`config.mk`:
```
export PLATFORM = sky130hd
export DESIGN_NAME = uart_tx_arbiter
export DESIGN_NICKNAME = d
export VERILOG_FILES = /design/src/rtl/uart_pkg.sv /design/src/rtl/uart_tx_arbiter_rr_pick.sv /design/src/rtl/uart_tx_arbiter.sv
export SDC_FILE = /design/constraint.sdc
export NUM_CORES = 1
export LEC_CHECK = 0
export BUFFER_PORTS_ARGS = -buffer_cell sky130_fd_sc_hd__buf_4
export CAP_MARGIN = 20
export CORE_UTILIZATION = 30
export CTS_BUF_LIST = sky130_fd_sc_hd__clkbuf_16
export CTS_CLUSTER_SIZE = 8
export DETAILED_ROUTE_END_ITERATION = 10
export GPL_TIMING_DRIVEN = 0
export PLACE_DENSITY_LB_ADDON = 0.2
export SLEW_MARGIN = 20
export SYNTH_ARGS = -nofsm -noshare
export SYNTH_HDL_FRONTEND = slang
export SYNTH_SLANG_ARGS = --single-unit
```
`constraint.sdc`:
```
create_clock -name clk -period 5.15 [get_ports clk]
set_input_delay 0 -clock clk [delete_from_list [all_inputs] [get_ports clk]]
set_output_delay 0 -clock clk [all_outputs]
set_load 0.05 [all_outputs]
```
`src/rtl/uart_pkg.sv`:
```
// uart_pkg: shared constants for the UART transmit arbiter.
// Holds the data width and the arbiter FSM state encoding.
package uart_pkg;

  localparam int UART_DATA_W = 8;

  typedef logic [2:0] state_t;

  localparam state_t ST_IDLE      = 3'd0;
  localparam state_t ST_ARB       = 3'd1;
  localparam state_t ST_LOAD      = 3'd2;
  localparam state_t ST_WAIT_BUSY = 3'd3;
  localparam state_t ST_WAIT_DONE = 3'd4;

endpackage

```
`src/rtl/uart_tx_arbiter_rr_pick.sv`:
```
// rr_pick: combinational round-robin priority picker.
// Ports: valid_i (requests), ptr_i (start index) -> gnt_o (one-hot),
//        idx_o (binary index of winner), any_o (some request valid).
module rr_pick #(
  parameter int N  = 4,
  parameter int PW = 2
) (
  input  logic [N-1:0]  valid_i,
  input  logic [PW-1:0] ptr_i,
  output logic [N-1:0]  gnt_o,
  output logic [PW-1:0] idx_o,
  output logic          any_o
);

  int j;

  // Scan ptr, ptr+1, ... with wrap; first valid wins.
  always_comb begin
    gnt_o = '0;
    idx_o = '0;
    any_o = 1'b0;
    j     = 0;
    for (int k = 0; k < N; k++) begin
      j = int'(ptr_i) + k;
      if (j >= N) j = j - N;
      if (!any_o && valid_i[j]) begin
        any_o    = 1'b1;
        gnt_o[j] = 1'b1;
        idx_o    = PW'(j);
      end
    end
  end

endmodule

```
`src/rtl/uart_tx_arbiter.sv`:
```
// uart_tx_arbiter: shares one UART transmitter among N_REQ byte sources.
// Ports: clk, rst (sync, active-high); req_valid/req_byte/req_last in,
//   req_ready out (per client); tx_byte/tx_en out, tx_ready in (to uart);
//   grant (one-hot owner), burst_cut and ack_err status pulses out.
module uart_tx_arbiter
  import uart_pkg::*;
#(
  parameter int N_REQ       = 4,
  parameter int MAX_BURST   = 16,
  parameter int ACK_TIMEOUT = 8
) (
  input  logic                     clk,
  input  logic                     rst,
  input  logic [N_REQ-1:0]         req_valid,
  input  logic [8*N_REQ-1:0]       req_byte,
  input  logic [N_REQ-1:0]         req_last,
  output logic [N_REQ-1:0]         req_ready,
  output logic [UART_DATA_W-1:0]   tx_byte,
  output logic                     tx_en,
  input  logic                     tx_ready,
  output logic [N_REQ-1:0]         grant,
  output logic                     burst_cut,
  output logic                     ack_err
);

  localparam int PW = $clog2(N_REQ);
  localparam int TW = $clog2(ACK_TIMEOUT + 1);

  state_t                 state_q;
  logic [N_REQ-1:0]       grant_q;
  logic [PW-1:0]          gidx_q;
  logic [PW-1:0]          ptr_q;
  logic [7:0]             burst_q;
  logic [TW-1:0]          tcnt_q;
  logic                   last_q;
  logic [UART_DATA_W-1:0] tx_byte_q;
  logic                   tx_en_q;
  logic [N_REQ-1:0]       req_ready_q;
  logic                   burst_cut_q;
  logic                   ack_err_q;

  logic [N_REQ-1:0]       pick_gnt;
  logic [PW-1:0]          pick_idx;
  logic                   pick_any;

  logic                   sel_valid;
  logic                   sel_last;
  logic [UART_DATA_W-1:0] sel_byte;
  logic [PW-1:0]          nxt_ptr;
  logic                   burst_full;
  logic                   tmo_hit;

  rr_pick #(
    .N  (N_REQ),
    .PW (PW)
  ) u_pick (
    .valid_i (req_valid),
    .ptr_i   (ptr_q),
    .gnt_o   (pick_gnt),
    .idx_o   (pick_idx),
    .any_o   (pick_any)
  );

  assign sel_valid  = req_valid[gidx_q];
  assign sel_last   = req_last[gidx_q];
  assign sel_byte   = req_byte[gidx_q*UART_DATA_W +: UART_DATA_W];
  assign nxt_ptr    = (gidx_q == PW'(N_REQ - 1)) ? '0 : gidx_q + 1'b1;
  assign burst_full = (burst_q >= 8'(MAX_BURST));
  assign tmo_hit    = (tcnt_q >= TW'(ACK_TIMEOUT - 1));

  always_ff @(posedge clk) begin
    if (rst) begin
      state_q     <= ST_IDLE;
      grant_q     <= '0;
      gidx_q      <= '0;
      ptr_q       <= '0;
      burst_q     <= '0;
      tcnt_q      <= '0;
      last_q      <= 1'b0;
      tx_byte_q   <= '0;
      tx_en_q     <= 1'b0;
      req_ready_q <= '0;
      burst_cut_q <= 1'b0;
      ack_err_q   <= 1'b0;
    end else begin
      tx_en_q     <= 1'b0;
      req_ready_q <= '0;
      burst_cut_q <= 1'b0;
      ack_err_q   <= 1'b0;
      unique case (state_q)
        ST_IDLE: begin
          if (|req_valid) state_q <= ST_ARB;
        end
        ST_ARB: begin
          if (pick_any) begin
            grant_q <= pick_gnt;
            gidx_q  <= pick_idx;
            state_q <= ST_LOAD;
          end else begin
            state_q <= ST_IDLE;
          end
        end
        ST_LOAD: begin
          if (tx_ready && sel_valid) begin
            tx_byte_q   <= sel_byte;
            tx_en_q     <= 1'b1;
            req_ready_q <= grant_q;
            last_q      <= sel_last;
            tcnt_q      <= '0;
            if (burst_q != 8'hFF) burst_q <= burst_q + 8'd1;
            state_q     <= ST_WAIT_BUSY;
          end
        end
        ST_WAIT_BUSY: begin
          if (!tx_ready) begin
            tcnt_q  <= '0;
            state_q <= ST_WAIT_DONE;
          end else if (tmo_hit) begin
            // uart missed the strobe: retry with the held byte
            tx_en_q   <= 1'b1;
            ack_err_q <= 1'b1;
            tcnt_q    <= '0;
          end else begin
            tcnt_q <= tcnt_q + 1'b1;
          end
        end
        ST_WAIT_DONE: begin
          if (tx_ready) begin
            if (last_q || burst_full || !sel_valid) begin
              grant_q     <= '0;
              ptr_q       <= nxt_ptr;
              burst_q     <= '0;
              burst_cut_q <= !last_q && burst_full;
              state_q     <= ST_IDLE;
            end else begin
              state_q <= ST_LOAD;
            end
          end
        end
        default: state_q <= ST_IDLE;
      endcase
    end
  end

  assign tx_byte   = tx_byte_q;
  assign tx_en     = tx_en_q;
  assign req_ready = req_ready_q;
  assign grant     = grant_q;
  assign burst_cut = burst_cut_q;
  assign ack_err   = ack_err_q;

endmodule

```
==> results of run 1 <==
==> sequential cells by signal, summed over array words and instances, names as in the netlist <==
| signal | count |
|---|---|
| ack_err | 1 |
| burst_cut | 1 |
| burst_q | 8 |
| gidx_q | 2 |
| grant | 4 |
| last_q | 1 |
| ptr_q | 2 |
| req_ready | 4 |
| state_q | 3 |
| tcnt_q | 4 |
| tx_byte | 8 |
| tx_en | 1 |
==> per-layer routing <==
metal / share of wire (%) / wire, um / global-route usage [%] / up-vias
met3: 6.5 / 364 / 4.66 / 4
li1: - / - / - / 1083
met4: 0.57 / 32 / 3.08 / 0
met5: 0 / 0 / 0 / -
met2: 46 / 2560 / 25.9 / 67
met1: 47 / 2660 / 20.3 / 990
==> worst max path at each step <==
stage                                      from                      to  cells past startpoint
final                     ptr_q[0]$_SDFFE_PP0P_  gidx_q[0]$_SDFFE_PP0P_                      8
after floorplan           ptr_q[0]$_SDFFE_PP0P_  gidx_q[0]$_SDFFE_PP0P_                      8
after CTS                 ptr_q[0]$_SDFFE_PP0P_  gidx_q[0]$_SDFFE_PP0P_                      8
after detailed placement  ptr_q[0]$_SDFFE_PP0P_  gidx_q[0]$_SDFFE_PP0P_                      8
after global placement    ptr_q[0]$_SDFFE_PP0P_  gidx_q[0]$_SDFFE_PP0P_                      8
after global routing      ptr_q[0]$_SDFFE_PP0P_  gidx_q[0]$_SDFFE_PP0P_                      8
==> worst min-delay path: cells and delay by family <==
family                 cells  cell delay, ps
muxes                      2             270
and+or+nand+nor            1              80
buffers and inverters      1              70
==> layout by cell type (no fill, tap or decap), drive strengths merged, types with 11 or more instances in the layout <==
cell    count
nor2       25
clkbuf     17
o21ai      16
a21oi      17
dfxtp      39
mux4       12
mux2i      11
nand2      17
buf        65
==> power breakdown <==
group          internal [W]  switching, W  leakage, nW
Combinational     0.0000659     0.0000741        0.775
Sequential         0.000311    0.00000754        0.315
Clock              0.000174      0.000109       0.0701
Total              0.000551      0.000191         1.16
==> timing repair <==
item                      CTS  global route
hold buffers                2             0
resized for setup           0             0
hold endpoints to repair    2             0
==> cell type report <==
type,instances,area share [%]
Multi-Input combinational cell,187,46.2
Timing Repair Buffer,63,15.9
Sequential cell,39,26.0
Clock buffer,5,4.17
Buffer,16,2.29
Clock inverter,3,0.375
Tap cell,99,4.13
Inverter,7,0.876
==> stage by stage <==
stage | worst slack, ps | util, % | hold WS (ps) | std cells
finish | 2030 | 41.3 | 191 | 419
global route | 1780 | 41.3 | 207 | 419
CTS | 2020 | 41.3 | 176 | 419
detailed placement | 2040 | 39.2 | 246 | 409
global placement | 2020 | 39.2 | 250 | 409
floorplan | 2580 | - | 79.3 | 249
==> cell families (layout without fill, tap and decap cells) <==
group,after synthesis,count (layout),synth area share [%]
AO/OA/AOI/OAI,63,63,17.9
adder cells (fa/ha/maj),8,8,4.43
buffers and inverters,23,94,4.21
flip-flops,39,39,34.5
multiplexers,24,24,17.3
AND/OR/NAND/NOR,92,92,21.6
==> qor.yml, run 1 <==
run_status:
  status: "completed"
timing:
  worst_pin_slew_ps: 738
  fin_crit_ps: 3120
  fin_tns_setup_ps: 0
  finalClockSkew_ps: 6.86
  max_freq_mhz: 320
  rsz0062_at_grt: "false"
  final-hold-violation-count: 0
  setup_viol: 0
  period_share_pct: 60.7
  slew_headroom_pct: 50.8
  drv_slew: 0
floorplanning:
  die_x_um: 88.8
  dieArea_mm2: 0.00789
  core_area_mm2: 0.00725
  num_rows: 31
  die_y_um: 88.8
  initial_core_util_pct: 31.2
  io-pin-count: 62
detailed_routing:
  routed_wl_um: 5610
  drc_errors: 0
  initialDrtViolationCount: 119
  drtPass1Iterations: 4
  viasPerCell: 5.12
  num_vias: 2144
  postRouteAntennaNets: 0
  routedWlPerCell_um: 13.4
clocking:
  clock_sinks: 39
  h-tree-depth: 2
  cts_setup_buffers: 0
  root_buffer: "clkbuf_16"
  clkTransAtPathRegs_ps: 50
  clk_latency_ps: 280
  cts-buffers-inserted: 5
  cts.path.max_buffers: 2
  cts_tree: "built"
critical_path:
  r2r_setup_slack_ps: 2030
  critPathMaxStageDelay_ps: 650
  crit_fanout: 10
  r2r_cells: 8
  crit_family: "buffers and inverters"
  end_kind: "register"
  crit_buf_inv: 3
  slowest_stage: "mux4_2"
  critPathMostFrequentCell: "clkbuf_1"
  arrival_ps: 3340
  start_kind: "register"
  crit_path_cell_trace: "clkbuf_1, inv_1, ha_1, clkbuf_1, mux4_2, and4_1, nor4_1, a31o_1"
  worst-setup-path-type: "reg2reg"
  rr_startpoint: "ptr_q[0]$_SDFFE_PP0P_"
  r2r-end: "gidx_q[0]$_SDFFE_PP0P_"
  worstPathRequired_ps: 5370
synthesis:
  async_flop_share_pct: 0
  synth_commonest_cells: "39 x dfxtp_1, 25 x nor2_1, 17 x a21oi_1, 17 x nand2_1"
  ys_seq_elements: 39
  synthCells: 249
  synth_edf_count: 0
  yosysUniqueCellTypes: 46
  ys.flop_type: "dfxtp_1"
  synth_top_area_share_pct: 34.5
  yosysMostFrequentCell: "dfxtp_1"
  synth_area_leaders: "dfxtp_1 35%, mux4_2 12%, mux2i_1 4.9%"
  synth_area_mm2: 0.00226
  ys_seq_area_share_pct: 34.5
  syn_avg_cell_area_um2: 9.08
  synth_fp_nets: 300
  synth_warnings: 0
  netlist.top_cell.by_area: "dfxtp_1"
pwr:
  powerDensity_mw_per_mm2: 247
  vdd.ir_drop.worst_mv: 0.125
  p_leak_nw: 1.16
  p_total_w: 0.000741
global_route:
  grt_pass1_wl_um: 9690
  grt_pass1_vias: 2136
  antenna_found_initial: 0
  grt-ovfl-total: 0
  grt_max_degree: 12
  grt_use_total_pct: 15.7
placed_design:
  place_area_mm2: 0.00284
  hpwl_um: 4250
  port_buffers: 61
  place_congestion: 0.837
layout:
  final_area_mm2: 0.00300
  final_nets: 370
  drive_above_1_share_pct: 26.6
  area_delta_synth_final_pct: 32.7
  nFillCells: 757
  multi_input_area_mm2: 0.00139
  seq_area_um2: 781
  antennaDiodeCount: 0
hold_path:
  holdPathStages: 4
  hold_start: "req_byte[19]"
  min_to: "tx_byte[3]$_SDFFE_PP0P_"
  hp-class: "in2reg"
job:
  maxCapViolations: 0
Note: power is estimated with default switching activity, not from simulation.
==> run 2, diff against run 1 <==
==> constraint.sdc (replaced) <==
create_clock -name clk -period 2.61 [get_ports clk]
set_input_delay 0 -clock clk [delete_from_list [all_inputs] [get_ports clk]]
set_output_delay 0 -clock clk [all_outputs]
set_load 0.05 [all_outputs]
==> run 2 against run 1 <==
Net effect:
- global-route usage is the same
- via count down 0.47%
- routed wire length decreased by 0.14%
- clock power up 97%
- maximum frequency is 28% higher
- cell area rose by 0.75%
- worst setup slack worse by 1800 ps
- first-iteration DRC count is 22% higher
- sequential power up 97%
- critical path type unchanged
- highest routed layer unchanged
==> qor.yml, run 2 (synthesis gave the netlist of run 1 again) <==
timing:
  rsz0062_at_grt: "false"
  drv_slew: 0  # unchanged
  finalClockSkew_ps: 6.58  # -0.285 ps
  worst_pin_slew_ps: 728  # -10.3 ps
  fin_crit_ps: 2430  # -691 ps
  max_freq_mhz: 411  # +28%
  final-hold-violation-count: 0  # unchanged
  slew_headroom_pct: 51.5  # +0.69 points
  fin_tns_setup_ps: 0  # unchanged
  hold_ws_ps: 191  # +0.150 ps
  setup_viol: 0  # unchanged
  period_share_pct: 93.2  # +33 points
  fin_ws_ps: 177  # -1850 ps
floorplanning:
  die_y_um: 88.8  # unchanged
  io-pin-count: 62  # unchanged
  die_x_um: 88.8  # unchanged
  initial_core_util_pct: 31.2  # unchanged
  core_area_mm2: 0.00725  # unchanged
  num_rows: 31  # unchanged
  dieArea_mm2: 0.00789  # unchanged
layout:
  nFillCells: 752  # -0.66%
  final_cell_mix: "63 x buf_4, 39 x dfxtp_1, 25 x nor2_1, 17 x a21oi_1, 17 x nand2_1"
  area_delta_synth_final_pct: 33.6
  antennaDiodeCount: 0  # unchanged
  drive_above_1_share_pct: 28.1  # +1.6 points
  final_area_mm2: 0.00302  # +0.75%
  layout_commonest_cell: "buf_4"
  final_nets: 370  # unchanged
critical_path:
  worstPathRequired_ps: 2830  # -2540 ps
  start_kind: "register"
  r2r_cells: 7  # -1
  r2r_setup_slack_ps: 180  # -1850 ps
  crit_fanout: 10  # unchanged
  end_kind: "register"
  arrival_ps: 2650  # -690 ps
  worst-setup-path-type: "reg2reg"
global_route:
  grt_pass1_vias: 2133  # -0.14%
  antenna_found_initial: 0  # unchanged
  grt-ovfl-total: 0  # unchanged
  grt_use_total_pct: 15.7  # unchanged
  grt_pass1_wl_um: 9690  # unchanged
  grt_max_degree: 12  # unchanged
clocking:
  cts_tree: "built"
  cts-buffers-inserted: 5  # unchanged
  clk_latency_ps: 270  # about the same
  clkTransAtPathRegs_ps: 50  # about the same
  clock_sinks: 39  # unchanged
  root_buffer: "clkbuf_16"
  cts.path.max_buffers: 2  # unchanged
  h-tree-depth: 2  # unchanged
hold_path:
  holdPathStages: 4  # unchanged
  hp-class: "in2reg"
placed_design:
  dp_slack_ps: -502  # -2540 ps
  hpwl_um: 4250  # unchanged
  port_buffers: 61  # unchanged
  place_area_mm2: 0.00284  # unchanged
  place_congestion: 0.837  # unchanged
run_status:
  status: "completed"
detailed_routing:
  drc_errors: 0  # unchanged
  drtPass1Iterations: 4  # unchanged
  postRouteAntennaNets: 0  # unchanged
  routed_wl_um: 5600  # -0.14%
  num_vias: 2134  # -0.47%
  routedWlPerCell_um: 13.4  # -0.14%
  initialDrtViolationCount: 145  # +22%
  viasPerCell: 5.09  # -0.47%
pwr:
  p_total_w: 0.00147  # +98%
  powerDensity_mw_per_mm2: 485  # +96%
  vdd.ir_drop.worst_mv: 0.247  # +97%
  p_leak_nw: 1.17  # +0.49%
job:
  maxCapViolations: 0  # unchanged
run 2: cell type report:
| type | instances | area [um2] | share of cell area (%) |
|---|---|---|---|
| buffer | 15 | 68.8 | 2.28 |
| clock buffer | 5 | 125 | 4.14 |
| clock inverter | 3 | 11.3 | 0.373 |
| inverter | 7 | 26.3 | 0.870 |
| multi-input combinational | 187 | 1400 | 46.3 |
| sequential | 39 | 781 | 25.8 |
| tap | 99 | 124 | 4.10 |
| timing repair buffer | 64 | 485 | 16.1 |
run 2: worst max-delay path, stage by stage, from the launching register on:
cell and delay (ps):
dfxtp_1 390, buf_4 210, inv_1 130, ha_2 440, mux4_2 550, and4_1 200
nor4_2 320, a31o_1 140
run 2: stage by stage:
step	util (%)	instances
after floorplan	-	249
after global placement	39.2	409
after detailed placement	39.2	409
after CTS	41.5	418
after global routing	41.7	419
final	41.7	419
run 2: worst paths after layout:
path	from	to
worst max-delay path	ptr_q[0]$_SDFFE_PP0P_	gidx_q[0]$_SDFFE_PP0P_
worst min-delay path	req_byte[2]	tx_byte[2]$_SDFFE_PP0P_
worst max register to register	ptr_q[0]$_SDFFE_PP0P_	gidx_q[0]$_SDFFE_PP0P_
worst min register to register	tcnt_q[3]$_SDFFE_PP0P_	tcnt_q[3]$_SDFFE_PP0P_
run 2: per-layer routing:
| layer | GRT usage (%) | routed length [um] | vias up |
|---|---|---|---|
| met5 | 0 | 0 | - |
| met3 | 4.66 | 369 | 4 |
| li1 | - | - | 1084 |
| met4 | 3.08 | 32 | 0 |
| met2 | 25.9 | 2540 | 71 |
| met1 | 20.3 | 2660 | 975 |
run 2: power breakdown:
group	internal [W]	total, W	switching, W
registers	0.000614	0.000629	0.0000150
clock network	0.000343	0.000558	0.000215
logic	0.000132	0.000279	0.000147
run 2: repair_timing:
action,CTS,global route
endpoints found under the hold margin,2,0
resized for setup,4,3
setup endpoints to repair,6,5
buffers inserted,0,1
hold buffers,2,0
pin swaps,0,1
==> run 3, diff against run 2 <==
--- a/config.mk
+++ b/config.mk
@@ -11,7 +11,6 @@
 export CTS_BUF_LIST = sky130_fd_sc_hd__clkbuf_16
 export CTS_CLUSTER_SIZE = 8
 export DETAILED_ROUTE_END_ITERATION = 10
-export GPL_TIMING_DRIVEN = 0
 export PLACE_DENSITY_LB_ADDON = 0.2
 export SLEW_MARGIN = 20
 export SYNTH_ARGS = -nofsm -noshare
==> run 3 against run 2 <==
Net effect:
- register-to-register slack better by 97 ps
- cell count is 2.6% lower
- clock power is 25% higher
- cell area is 0.79% lower
- power is 8.7% higher
- maximum frequency is 4.1% higher
- worst setup slack better by 97 ps
- critical path type unchanged
- critical endpoint unchanged
==> qor.yml, run 3 (synthesis gave the netlist of run 1 again) <==
timing:
  fin_tns_setup_ps: 0  # unchanged
  rsz0062_at_grt: "false"
  finalClockSkew_ps: 4.49  # -2.09 ps
  max_freq_mhz: 428  # +4.1%
  setup_viol: 0  # unchanged
  slew_headroom_pct: 58.9  # +7.5 points
  period_share_pct: 89.5  # -3.7 points
  drv_slew: 0  # unchanged
  fin_crit_ps: 2340  # -96.9 ps
  worst_pin_slew_ps: 610  # -118 ps
  final-hold-violation-count: 0  # unchanged
  hold_ws_ps: 69.9  # -121 ps
critical_path:
  end_kind: "register"
  worstPathRequired_ps: 2840  # about the same
  crit_fanout: 9  # -1
  worst-setup-path-type: "reg2reg"
  crit_path_cell_trace: "inv_1, ha_1, mux4_2, and4_1, nor4_1, a31o_1"
  start_kind: "register"
  arrival_ps: 2560  # -90 ps
  crit_buf_inv: 1  # -1
  slowest_stage: "mux4_2"
  crit_family: "multiplexers"
  critPathMaxStageDelay_ps: 630  # +80 ps
detailed_routing:
  routedWlPerCell_um: 13.3  # -0.13%
  postRouteAntennaNets: 0  # unchanged
  drtPass1Iterations: 4  # unchanged
  drc_errors: 0  # unchanged
  routed_wl_um: 5450  # -2.8%
  viasPerCell: 5.13  # +0.82%
  initialDrtViolationCount: 63  # -57%
  num_vias: 2095  # -1.8%
pwr:
  p_clk_share_pct: 43.6  # +5.5 points
  p_switching_w: 0.000401  # +6.4%
  p_comb_share_pct: 16.7  # -2.3 points
  powerDensity_mw_per_mm2: 532  # +9.6%
  p_sw_share_pct: 25.2  # -0.55 points
  internal-power_w: 0.00119  # +9.5%
  vdd.ir_drop.worst_mv: 0.218  # -12%
  seqPwrFrac_pct: 39.7  # -3.2 points
  p_leak_nw: 1.18  # +0.96%
floorplanning:
  num_rows: 31  # unchanged
  die_y_um: 88.8  # unchanged
  dieArea_mm2: 0.00789  # unchanged
  core_area_mm2: 0.00725  # unchanged
  io-pin-count: 62  # unchanged
  die_x_um: 88.8  # unchanged
  initial_core_util_pct: 31.2  # unchanged
layout:
  final_cell_mix: "67 x buf_4, 39 x dfxtp_1, 25 x nor2_1, 17 x a21oi_1, 17 x nand2_1"
  nFillCells: 746  # -0.80%
  antennaDiodeCount: 0  # unchanged
  final_nets: 359  # -3.0%
  layout_commonest_cell: "buf_4"
  area_delta_synth_final_pct: 32.6
  drive_above_1_share_pct: 29.8  # +1.6 points
  seq_area_um2: 781  # unchanged
  multi_input_area_mm2: 0.00139  # -1.1%
placed_design:
  place_congestion: 0.822  # -1.8%
  port_buffers: 61  # unchanged
  hpwl_um: 4050  # -4.8%
run_status:
  status: "completed"
global_route:
  antenna_found_initial: 0  # unchanged
  grt_max_degree: 25  # +13
  grt_use_total_pct: 15.0  # -0.69 points
  grt-ovfl-total: 0  # unchanged
  grt_pass1_vias: 2027  # -5.0%
  grt_pass1_wl_um: 9080  # -6.3%
job:
  maxCapViolations: 0  # unchanged
clocking:
  clkTransAtPathRegs_ps: 60  # about the same
  clk_latency_ps: 280  # about the same
  cts_tree: "built"
  cts-buffers-inserted: 5  # unchanged
  clock_sinks: 39  # unchanged
  root_buffer: "clkbuf_16"
  cts.path.max_buffers: 2  # unchanged
  h-tree-depth: 2  # unchanged
hold_path:
  hp-class: "in2reg"
## run 3: power by group through the flow
stage	registers (W)	clock network, W	logic, W
floorplan	0.000665	0	0.000148
global placement	0.000646	0	0.000265
detailed placement	0.000646	0	0.000267
CTS	0.000633	0.000718	0.000269
global route	0.000636	0.000732	0.000295
finish	0.000633	0.000695	0.000266
## run 3: timing repair
item                       CTS  global route
hold buffers                 1             0
setup buffers                0             0
hold endpoints to repair     1             0
setup endpoints to repair    0             0
resized for setup            0             0
## run 3: through the flow
| stage | utilization, % | cells | power, W | setup slack (ps) | instance area [um2] |
|---|---|---|---|---|---|
| after detailed placement | 38.9 | 399 | 0.000912 | 288 | 2820 |
| after CTS | 41.3 | 408 | 0.00162 | 262 | 3000 |
| final | 41.3 | 408 | 0.00159 | 274 | 3000 |
| after floorplan | - | 249 | 0.000813 | 35.7 | 2260 |
| after global placement | 38.9 | 399 | 0.000911 | 354 | 2820 |
| after global routing | 41.3 | 408 | 0.00166 | 56.0 | 3000 |
## run 3: path summary, 6_finish.rpt
path                                            start                 endpoint  slack [ps]  depth (start not counted)
worst max register to register  ptr_q[1]$_SDFFE_PP0P_   gidx_q[0]$_SDFFE_PP0P_         270                          6
worst min register to register    last_q$_SDFFE_PP0P_     burst_cut$_SDFF_PP0_         460                          1
worst max-delay path            ptr_q[1]$_SDFFE_PP0P_   gidx_q[0]$_SDFFE_PP0P_         270                          6
worst min-delay path                              rst  tx_byte[4]$_SDFFE_PP0P_          70                          2
## run 3: final cells by class
cell class | count | area share (%)
Multi-Input combinational cell | 187 | 46.2
Sequential cell | 39 | 26.0
Timing Repair Buffer | 68 | 17.1
Clock buffer | 5 | 4.17
Tap cell | 99 | 4.13
Clock inverter | 3 | 1.46
Inverter | 7 | 0.876
## run 3: layer usage
| metal | vias up | share of wire [%] | GRT usage [%] |
|---|---|---|---|
| met3 | 5 | 7.4 | 4.20 |
| met5 | - | 0 | 0 |
| li1 | 1054 | - | - |
| met2 | 78 | 46 | 25.5 |
| met1 | 958 | 46 | 18.1 |
| met4 | 0 | 1.2 | 5.28 |
## run 3: worst register-to-register path: cells and delay by family, from the launching register on
family	cells	cell delay [ps]
buffers and inverters	1	150
DFF	1	460
muxes	1	630
and+or+nand+nor	2	470
adders and majority gates	1	450
AOI/OAI and AO/OA	1	130
